File: src/rtl/ps2_pkg.sv
// Shared PS/2 definitions: host-transmit state encoding, common command
// bytes, the device acknowledge response and the frame length.
package ps2_pkg;

  typedef enum logic [2:0] {
    ST_IDLE,
    ST_INHIBIT,
    ST_RTS,
    ST_WAIT_EDGE,
    ST_WAIT_ACK,
    ST_WAIT_IDLE,
    ST_SUCCESS,
    ST_FAIL
  } ps2_tx_state_e;

  localparam logic [7:0] PS2_CMD_SET_LEDS = 8'hED;
  localparam logic [7:0] PS2_CMD_ECHO     = 8'hEE;
  localparam logic [7:0] PS2_CMD_ENABLE   = 8'hF4;
  localparam logic [7:0] PS2_CMD_RESET    = 8'hFF;
  localparam logic [7:0] PS2_RESP_ACK     = 8'hFA;

  // start + 8 data + parity + stop
  localparam int PS2_FRAME_LEN = 11;

  function automatic logic ps2_odd_parity(input logic [7:0] d);
    return ~^d;
  endfunction

endpackage

File: src/rtl/ps2_line_sync.sv
// Two-flop synchronizer for the raw PS/2 clock and data pins, plus a
// registered one-cycle strobe on each falling edge of the synced clock.
// The strobe appears three clk_i cycles after the pin transition.
//
// Ports:
//   clk_i, rst_i   system clock, async active-high reset
//   ps2_clk_i      raw ps2 clock pin (asynchronous)
//   ps2_data_i     raw ps2 data pin (asynchronous)
//   clk_sync_o     synchronized clock level
//   data_sync_o    synchronized data level
//   clk_fe_o       one-cycle strobe: synced clock went 1 -> 0
module ps2_line_sync (
  input  logic clk_i,
  input  logic rst_i,
  input  logic ps2_clk_i,
  input  logic ps2_data_i,
  output logic clk_sync_o,
  output logic data_sync_o,
  output logic clk_fe_o
);

  logic clk_meta_q, clk_sync_q, clk_prev_q, fe_q;
  logic data_meta_q, data_sync_q;

  // Lines idle high, so the pipeline resets to 1 to avoid a false edge
  // when reset is released with the bus idle.
  always_ff @(posedge clk_i or posedge rst_i) begin
    if (rst_i) begin
      clk_meta_q  <= 1'b1;
      clk_sync_q  <= 1'b1;
      clk_prev_q  <= 1'b1;
      data_meta_q <= 1'b1;
      data_sync_q <= 1'b1;
      fe_q        <= 1'b0;
    end else begin
      clk_meta_q  <= ps2_clk_i;
      clk_sync_q  <= clk_meta_q;
      clk_prev_q  <= clk_sync_q;
      data_meta_q <= ps2_data_i;
      data_sync_q <= data_meta_q;
      fe_q        <= clk_prev_q & ~clk_sync_q;
    end
  end

  assign clk_sync_o  = clk_sync_q;
  assign data_sync_o = data_sync_q;
  assign clk_fe_o    = fe_q;

endmodule

File: src/rtl/ps2_host_tx.sv
// PS/2 host-to-device transmitter: inhibits the bus, issues request-to-send,
// shifts one command byte out on device-generated clock edges and checks
// the device acknowledge bit.
//
// Ports:
//   clk_i, rst_i     system clock, async active-high reset
//   start_i          one-cycle send request, honoured only while idle
//   data_i[7:0]      command byte, captured on an accepted start
//   busy_o           transfer in progress (through the done/err cycle)
//   done_o           one-cycle pulse: frame sent and acknowledged
//   err_o            one-cycle pulse: timeout or missing acknowledge
//   ps2_clk_i        raw ps2 clock pin level
//   ps2_data_i       raw ps2 data pin level
//   ps2_clk_oe_o     1 pulls the ps2 clock low
//   ps2_data_oe_o    1 pulls the ps2 data low
//
// state        | meaning
// ST_IDLE      | lines released, waiting for start
// ST_INHIBIT   | clock held low for INHIBIT_CYCLES
// ST_RTS       | clock low and data low (start bit), one cycle
// ST_WAIT_EDGE | clock released, drive next bit after each device edge
// ST_WAIT_ACK  | wait for edge 11, sample acknowledge on data
// ST_WAIT_IDLE | wait for device to release clock and data
// ST_SUCCESS   | done pulse
// ST_FAIL      | err pulse, lines released
module ps2_host_tx #(
  parameter int INHIBIT_CYCLES = 5000,
  parameter int FIRST_TIMEOUT  = 750000,
  parameter int BIT_TIMEOUT    = 100000
) (
  input  logic       clk_i,
  input  logic       rst_i,
  input  logic       start_i,
  input  logic [7:0] data_i,
  output logic       busy_o,
  output logic       done_o,
  output logic       err_o,
  input  logic       ps2_clk_i,
  input  logic       ps2_data_i,
  output logic       ps2_clk_oe_o,
  output logic       ps2_data_oe_o
);
  import ps2_pkg::*;

  localparam int TMR_MAX =
    (INHIBIT_CYCLES > FIRST_TIMEOUT) ?
      ((INHIBIT_CYCLES > BIT_TIMEOUT) ? INHIBIT_CYCLES : BIT_TIMEOUT) :
      ((FIRST_TIMEOUT > BIT_TIMEOUT) ? FIRST_TIMEOUT : BIT_TIMEOUT);
  localparam int TW = $clog2(TMR_MAX) + 1;

  localparam logic [TW-1:0] INH_LAST  = TW'(INHIBIT_CYCLES - 1);
  localparam logic [TW-1:0] FIRST_LIM = TW'(FIRST_TIMEOUT);
  localparam logic [TW-1:0] BIT_LIM   = TW'(BIT_TIMEOUT);

  // Bits driven after device edges 1..10: data[0..7], parity, stop.
  localparam int SHIFT_LEN = PS2_FRAME_LEN - 1;
  localparam logic [3:0] STOP_IDX = 4'(SHIFT_LEN - 1);

  ps2_tx_state_e        state_q, state_d;
  logic [TW-1:0]        timer_q, timer_d;
  logic [3:0]           bit_idx_q, bit_idx_d;
  logic [SHIFT_LEN-1:0] frame_q, frame_d;
  logic                 clk_oe_q, clk_oe_d;
  logic                 data_oe_q, data_oe_d;

  logic          clk_s, data_s, clk_fe;
  logic [TW-1:0] lim, timer_inc;
  logic          timeout;

  ps2_line_sync u_sync (
    .clk_i       (clk_i),
    .rst_i       (rst_i),
    .ps2_clk_i   (ps2_clk_i),
    .ps2_data_i  (ps2_data_i),
    .clk_sync_o  (clk_s),
    .data_sync_o (data_s),
    .clk_fe_o    (clk_fe)
  );

  // Timer counts cycles since the reference event (release or last edge),
  // which itself counts as cycle 0; the state leaves when it would reach lim.
  assign lim       = (state_q == ST_WAIT_EDGE && bit_idx_q == 4'd0) ? FIRST_LIM : BIT_LIM;
  assign timer_inc = (timer_q >= lim) ? timer_q : timer_q + TW'(1);
  assign timeout   = (timer_q + TW'(1)) >= lim;

  always_comb begin
    state_d   = state_q;
    timer_d   = timer_q;
    bit_idx_d = bit_idx_q;
    frame_d   = frame_q;
    clk_oe_d  = 1'b0;
    data_oe_d = 1'b0;
    unique case (state_q)
      ST_IDLE: begin
        if (start_i) begin
          frame_d   = {1'b1, ps2_odd_parity(data_i), data_i};
          timer_d   = '0;
          bit_idx_d = '0;
          clk_oe_d  = 1'b1;
          state_d   = ST_INHIBIT;
        end
      end
      ST_INHIBIT: begin
        clk_oe_d = 1'b1;
        if (timer_q == INH_LAST) begin
          data_oe_d = 1'b1;
          state_d   = ST_RTS;
        end else begin
          timer_d = timer_q + TW'(1);
        end
      end
      ST_RTS: begin
        data_oe_d = 1'b1;
        timer_d   = '0;
        bit_idx_d = '0;
        state_d   = ST_WAIT_EDGE;
      end
      ST_WAIT_EDGE: begin
        data_oe_d = data_oe_q;
        if (clk_fe) begin
          data_oe_d = ~frame_q[bit_idx_q];
          bit_idx_d = bit_idx_q + 4'd1;
          timer_d   = TW'(1);
          if (bit_idx_q == STOP_IDX) state_d = ST_WAIT_ACK;
        end else if (timeout) begin
          data_oe_d = 1'b0;
          state_d   = ST_FAIL;
        end else begin
          timer_d = timer_inc;
        end
      end
      ST_WAIT_ACK: begin
        if (clk_fe) begin
          timer_d = TW'(1);
          state_d = data_s ? ST_FAIL : ST_WAIT_IDLE;
        end else if (timeout) begin
          state_d = ST_FAIL;
        end else begin
          timer_d = timer_inc;
        end
      end
      ST_WAIT_IDLE: begin
        if (clk_s && data_s)  state_d = ST_SUCCESS;
        else if (timeout)     state_d = ST_FAIL;
        else                  timer_d = timer_inc;
      end
      ST_SUCCESS, ST_FAIL: begin
        timer_d   = '0;
        bit_idx_d = '0;
        state_d   = ST_IDLE;
      end
      default: state_d = ST_IDLE;
    endcase
  end

  always_ff @(posedge clk_i or posedge rst_i) begin
    if (rst_i) begin
      state_q   <= ST_IDLE;
      timer_q   <= '0;
      bit_idx_q <= '0;
      frame_q   <= '0;
      clk_oe_q  <= 1'b0;
      data_oe_q <= 1'b0;
    end else begin
      state_q   <= state_d;
      timer_q   <= timer_d;
      bit_idx_q <= bit_idx_d;
      frame_q   <= frame_d;
      clk_oe_q  <= clk_oe_d;
      data_oe_q <= data_oe_d;
    end
  end

  assign busy_o        = (state_q != ST_IDLE);
  assign done_o        = (state_q == ST_SUCCESS);
  assign err_o         = (state_q == ST_FAIL);
  assign ps2_clk_oe_o  = clk_oe_q;
  assign ps2_data_oe_o = data_oe_q;

endmodule

File: config.mk
export PLATFORM = sky130hd
export DESIGN_NAME = ps2_host_tx
export DESIGN_NICKNAME = d
export VERILOG_FILES = /design/src/rtl/ps2_pkg.sv /design/src/rtl/ps2_line_sync.sv /design/src/rtl/ps2_host_tx.sv
export SDC_FILE = /design/constraint.sdc
export NUM_CORES = 1
export LEC_CHECK = 0
export BUFFER_PORTS_ARGS = -buffer_cell sky130_fd_sc_hd__buf_4
export CORE_ASPECT_RATIO = 0.7
export CORE_MARGIN = 2
export CORE_UTILIZATION = 55
export CTS_CLUSTER_SIZE = 30
export DETAILED_ROUTE_END_ITERATION = 16
export MAX_ROUTING_LAYER = met4
export PLACE_DENSITY = 0.79
export SLEW_MARGIN = 20
export SYNTH_ARGS = -nofsm -noshare
export SYNTH_HDL_FRONTEND = slang
export SYNTH_HIERARCHICAL = 1
export SYNTH_SLANG_ARGS = --single-unit
File: constraint.sdc
create_clock -name clk_i -period 5.34 [get_ports clk_i]
set_input_delay 0.534 -clock clk_i [delete_from_list [all_inputs] [get_ports clk_i]]
set_output_delay 0.534 -clock clk_i [all_outputs]
set_load 0.005 [all_outputs]
After elaboration in Yosys (flattened, before gate mapping)
Index checks and enable logic that the tools add are counted.
Widths: inputs -> output; s select.

storage, ports and cells
  register bits = 46
  input bits = 13
  output and inout bits = 5
  logic and storage cells = 78

cells by class
  add/subtract/negate cells = 2
  $lt $le $gt $ge = 3
  equality and inequality tests = 16
  multiplexer cells = 28
  bitwise logic cells = 3
  reduce and logical (&&, ||, !) cells = 14

operators by type and width
  operator               number
  $mux 21                6
  $pmux 21 s5            1
  $ge 21x20->1           2
  $add 21x1->21 const B  1
  $eq 21x13->1 const B   1
  $mux 3                 7
  $pmux 3 s7             1
  $mux 20                1
  $eq 3x3->1 const B     4
  $pmux 4 s3             1
  $reduce_and 3->1       3
  $mux 4                 2
  $ne 2x2->1 const B     4
  $reduce_xnor 8->1      1
  $eq 3x2->1 const B     2
  $reduce_bool 3->1      2
  $lt 4x5->1 const B     1
  $mux 1                 5
  $add 4x1->4 const B    1
  $bmux 1 s4             1
  $eq 4x4->1 const B     1
  $logic_not 4->1        1
  $reduce_or 2->1        2
  $eq 3x1->1 const B     1
  12 further kinds       14

Logic depth before layout (Yosys ltp)
  depth in word-level cells = 8
  mapped depth = 16
  gate-level depth less buffers = 14

By module
The synthesis kept the hierarchy.

modules (own cells, without submodules)
  module         instances  cells an instance  area an instance (µm²)  sequential area each (µm²)
  ps2_host_tx    1          394                3323.2                  1001.0
  ps2_line_sync  1          8                  173.9                   156.4

Worst setup path after synthesis
Ideal clock, no wire load.

  path kind = reg-to-reg
  start point = register state_q[1]
  end point = register timer_q[3]
  setup time = 101 ps
  arrival time = 3842 ps
  data required time = 5239 ps
  slack = 1397 ps
  stages on the path, launching flop included = 16
  buffers on the path = 4
  period minus slack after synthesis = 3943 ps
  path through = dfrtp_1 clkbuf_1 clkbuf_1 buf_1 nand4_1 inv_1 ha_1 a211oi_1 nand2_1 mux2i_1 o31ai_1 o211a_1 a211o_4 o21ba_1 buf_6 o32ai_1

between the ends
  longest elaborated chain between the ends = 8
  elaborated cells on any way between the ends = 23
  those cells by class = 2 x order compare; 10 x eq/ne; 6 x mux; 5 x reduce/logical

ends and longest elaborated chain
  item                        line                                                        source
  from (decl)                 ps2_host_tx.sv:59                                           ps2_tx_state_e state_q, state_d;
  from (signal assigned)      ps2_host_tx.sv:165                                          state_q <= state_d;
  $eq 3x2->1                  ps2_host_tx.sv:82, ps2_host_tx.sv:93
  $logic_and 1x1->1           ps2_host_tx.sv:82                                           assign lim = (state_q == ST_WAIT_EDGE && bit_idx_q == 4'd0) ? FIRST_LIM : BIT_LIM;
  $mux 20                     ps2_host_tx.sv:82
  $ge 21x20->1                ps2_host_tx.sv:83                                           assign timer_inc = (timer_q >= lim) ? timer_q : timer_q + TW'(1);
  $mux 21                     ps2_host_tx.sv:83
  $mux 21                     ps2_host_tx.sv:125, ps2_host_tx.sv:136, ps2_host_tx.sv:144
  $mux 21 (on tied branches)  ps2_host_tx.sv:143, ps2_host_tx.sv:133
  $pmux 21 s5                 ps2_host_tx.sv:93                                           unique case (state_q)
  to (signal assigned)        ps2_host_tx.sv:166                                          timer_q <= timer_d;
  to (decl)                   ps2_host_tx.sv:60                                           logic [TW-1:0] timer_q, timer_d;

Parallel ways exist; a longest one is shown, timed or not. The select of a mux whose other input is x is not followed.
A chain may end at the register's enable or synchronous reset.

Worst setup path after layout
  start point = register state_q[0]
  end point = register timer_q[10]

The elaborated chain is that of the path after synthesis.

==> flow_summary_export.csv <==
group,metric,value,unit
synthesis,ys_types,60,
synthesis,synth.area.top_cells,"dfrtp_1 (29%), ha_1 (8.9%), o21ai_0 (4.0%)",
pwr,power.density,423.7,nW/um^2
sta,timing.final.ws_setup,0.9118,ns
cts,cts_setup_buffers,0,
critical_path,rrSetupSlack,0.91,ns
cells_and_area,final_cell_mix,"dfrtp_1 (41), nand2_1 (36), o21ai_0 (28)",
synthesis,synthSimpleGateAreaFrac,0.2047,
critical_path,crit_path_top_delay_cell,"dfrtp_1",
routing,drc,0,
global_routing,first_global_vias,2871,
cts,cts_tree,"yes",
cts,clkSinkCount,46,
critical_path,arrival,4.68,ns
synthesis,yosys_warnings,6,
critical_path,endpoint_kind,"flop",
critical_path,r2r-start,"state_q[0]$_DFFE_PP0P_",
critical_path,worst_r2r_endpoint,"timer_q[10]$_DFFE_PP0P_",
cts,cts_hold_buf,0,
global_routing,grt_pass1_wl,15010,um
routing,wl,9007,um
critical_path,crit_path_start_kind,"flop",
sta,grt_setup_unrepaired,"no",
synthesis,syn_area_per_cell,8.699,um^2
synthesis,yosys.area_share.adder,0.08945,
routing,post_drt_wl_per_cell,18.57,um
floorplan,die_x,99.31,um
sta,hold_viol_final,0,
synthesis,yosysTopAreaCellShare,0.2934,
sta,relSlewSlack,0.4925,
cells_and_area,drive_gt1_frac,0.1278,
synthesis,synth_top_area_cell,"dfrtp_1",
placement,place_ws,1.035,ns
synthesis,synth_edf_count,0,
sta,slew_viol_final,0,
placement,place.detailed.hpwl,6506,um
cts,cts-resized-gates,0,
critical_path,rr_worst_depth,13,
cells_and_area,areaGrowthSynthToFinish,7.621,%
floorplan,die_h,70.72,um
synthesis,ys.flop_type,"dfrtp_1",
floorplan,core-area,6186,um^2
synthesis,syn_inst,402,
routing,dr_total_vias,3195,
global_routing,track_usage,0.2789,
sta,post-route-period-util,0.8292,
synthesis,seq_area_frac_synth,0.3309,
cts,htreeDepth,2,
routing,drt_pre_antenna_iters,5,
sta,final.min_clock_period,4.428,ns
critical_path,worst-setup-path-type,"flop to flop",
synthesis,synth-async-reset-ratio,1.000,
cells_and_area,num-nets-final,444,
sta,skew,0.01072,ns
routing,viasPerCell,6.588,
global_routing,grt_max_degree,41,
synthesis,yosys-mux-area-fraction,0.05939,
placement,io_buffers,17,
sta,fmax,225.8,MHz
cts,path_clk_slew,0.10,ns
pwr,vdd_ir_drop_max,0.3495,mV
cts,cts_max_path_buffers,2,
floorplan,start_util,0.5653,
critical_path,cp_num_buf_inv,2,
synthesis,synth_seq_cells,46,
synthesis,synth_top_family_by_area,"compound AO/OA/AOI/OAI gates",
floorplan,die_area,7022,um^2
synthesis,yosys.area_share.xor_xnor,0.05009,
sta,worst-slew-pin-transition,0.7543,ns
cts,cts-root-buf,"clkbuf_8",
cts,cts_inserted_buffers,5,
critical_path,crit_chain,"nor2b_1, nand4_1, buf_4, inv_1, ha_1, a211oi_1, nand2_1, mux2i_1, o31ai_1, o211a_1, a211o_4, o21bai_1, a22o_1",
run,cap_viol_max_count,0,
global_routing,grt_overflow,0,
cells_and_area,layout_commonest_cell,"dfrtp_1",
min_path,hp-class,"input pin to asynchronous set/reset pin",
routing,drtIter0Drc,423,
pwr,post-layout-total-power,1595,uW
synthesis,synth_compound_area_frac,0.2147,
critical_path,worstPathRequired,5.59,ns
sta,finalSetupViolations,0,
synthesis,syn_nets,440,
critical_path,cp-startpoint,"state_q[0]$_DFFE_PP0P_",
cts,insertion_delay,0.32,ns
critical_path,slowest_delay,0.71,ns
critical_path,crit_fanout,20,
placement,gp_congestion,0.9761,
critical_path,crit_family,"compound AO/OA/AOI/OAI gates",
outcome,run_status,"finished clean",
floorplan,row_count,24,
sta,fin_setup_tns,0,ns
synthesis,netlist_area,3497,um^2
routing,antenna_left,0,
global_routing,antenna_found_initial,0,
pwr,leakage,0.001636,uW
floorplan,io_pins,18,
cells_and_area,diodes,0,
## per-layer routing
metal  track usage  part of all wire  up-vias
met5             -                 0        -
met4       0.07002             0.014        0
met3       0.05632              0.10       12
met2        0.3739              0.42      168
met1        0.4278              0.47     1514
li1              -                 -     1501
## power by group
part	internal [uW]	leakage [uW]	total, uW	switching, uW
clock	143	0.0000563	282	139
combinational	300	0.000993	761	461
sequential	425	0.000587	552	126
total	868	0.00164	1590	726
## final cells by class
class,count,area (um^2)
multi-input cells,312,2166
fillers,523,2422
clock inverters,3,48.80
clock buffers,5,68.82
well taps,78,97.59
flip-flops and latches,46,1157
repair buffers,19,142.6
inverters,22,82.58
## flip-flops by register name, indices dropped and copies added (netlist names)
name                cells
timer_q                21
frame_q                10
bit_idx_q               4
state_q                 3
ps2_clk_oe_o            1
ps2_data_oe_o           1
u_sync/clk_fe_o         1
u_sync/clk_meta_q       1
u_sync/clk_prev_q       1
u_sync/clk_sync_o       1
u_sync/data_meta_q      1
u_sync/data_sync_o      1
## Yosys cell counts (10+ instances only)
library cell and n:
a21oi_1 24, and3_1 12, clkbuf_1 17, dfrtp_1 41, ha_1 25, inv_1 22, mux2_2 10, nand2_1 36
nand3_1 17, nor2_1 24, nor3_1 10, o21ai_0 28, xnor2_1 13
## worst max-delay path by stage
stage | end | cells past startpoint
final | timer_q[10]$_DFFE_PP0P_ | 13
after global placement | timer_q[18]$_DFFE_PP0P_ | 13
after detailed placement | timer_q[18]$_DFFE_PP0P_ | 13
after CTS | timer_q[18]$_DFFE_PP0P_ | 13
after floorplan | timer_q[3]$_DFFE_PP0P_ | 15
after global routing | timer_q[18]$_DFFE_PP0P_ | 13
## stage by stage
| stage | instance area [um^2] | hold WS (ns) | cells | utilization |
|---|---|---|---|---|
| after floorplan | 3497 | 0.3213 | 402 | - |
| after global placement | 3642 | 0.3479 | 477 | 0.5888 |
| after detailed placement | 3642 | 0.3478 | 477 | 0.5888 |
| after CTS | 3760 | 0.1148 | 485 | 0.6078 |
| after global routing | 3764 | 0.1316 | 485 | 0.6084 |
| final | 3764 | 0.1117 | 485 | 0.6084 |
## cell families (layout without fill, tap and decap cells)
group / after synthesis / after routing
muxes: 17 / 17
adders and majority gates: 25 / 25
and+or+nand+nor: 138 / 138
AOI/OAI and AO/OA: 112 / 112
buffers and inverters: 44 / 49
xor gates and xnor gates: 20 / 20
DFF: 46 / 46
No activity file was read; power rests on OpenSTA's default activity.
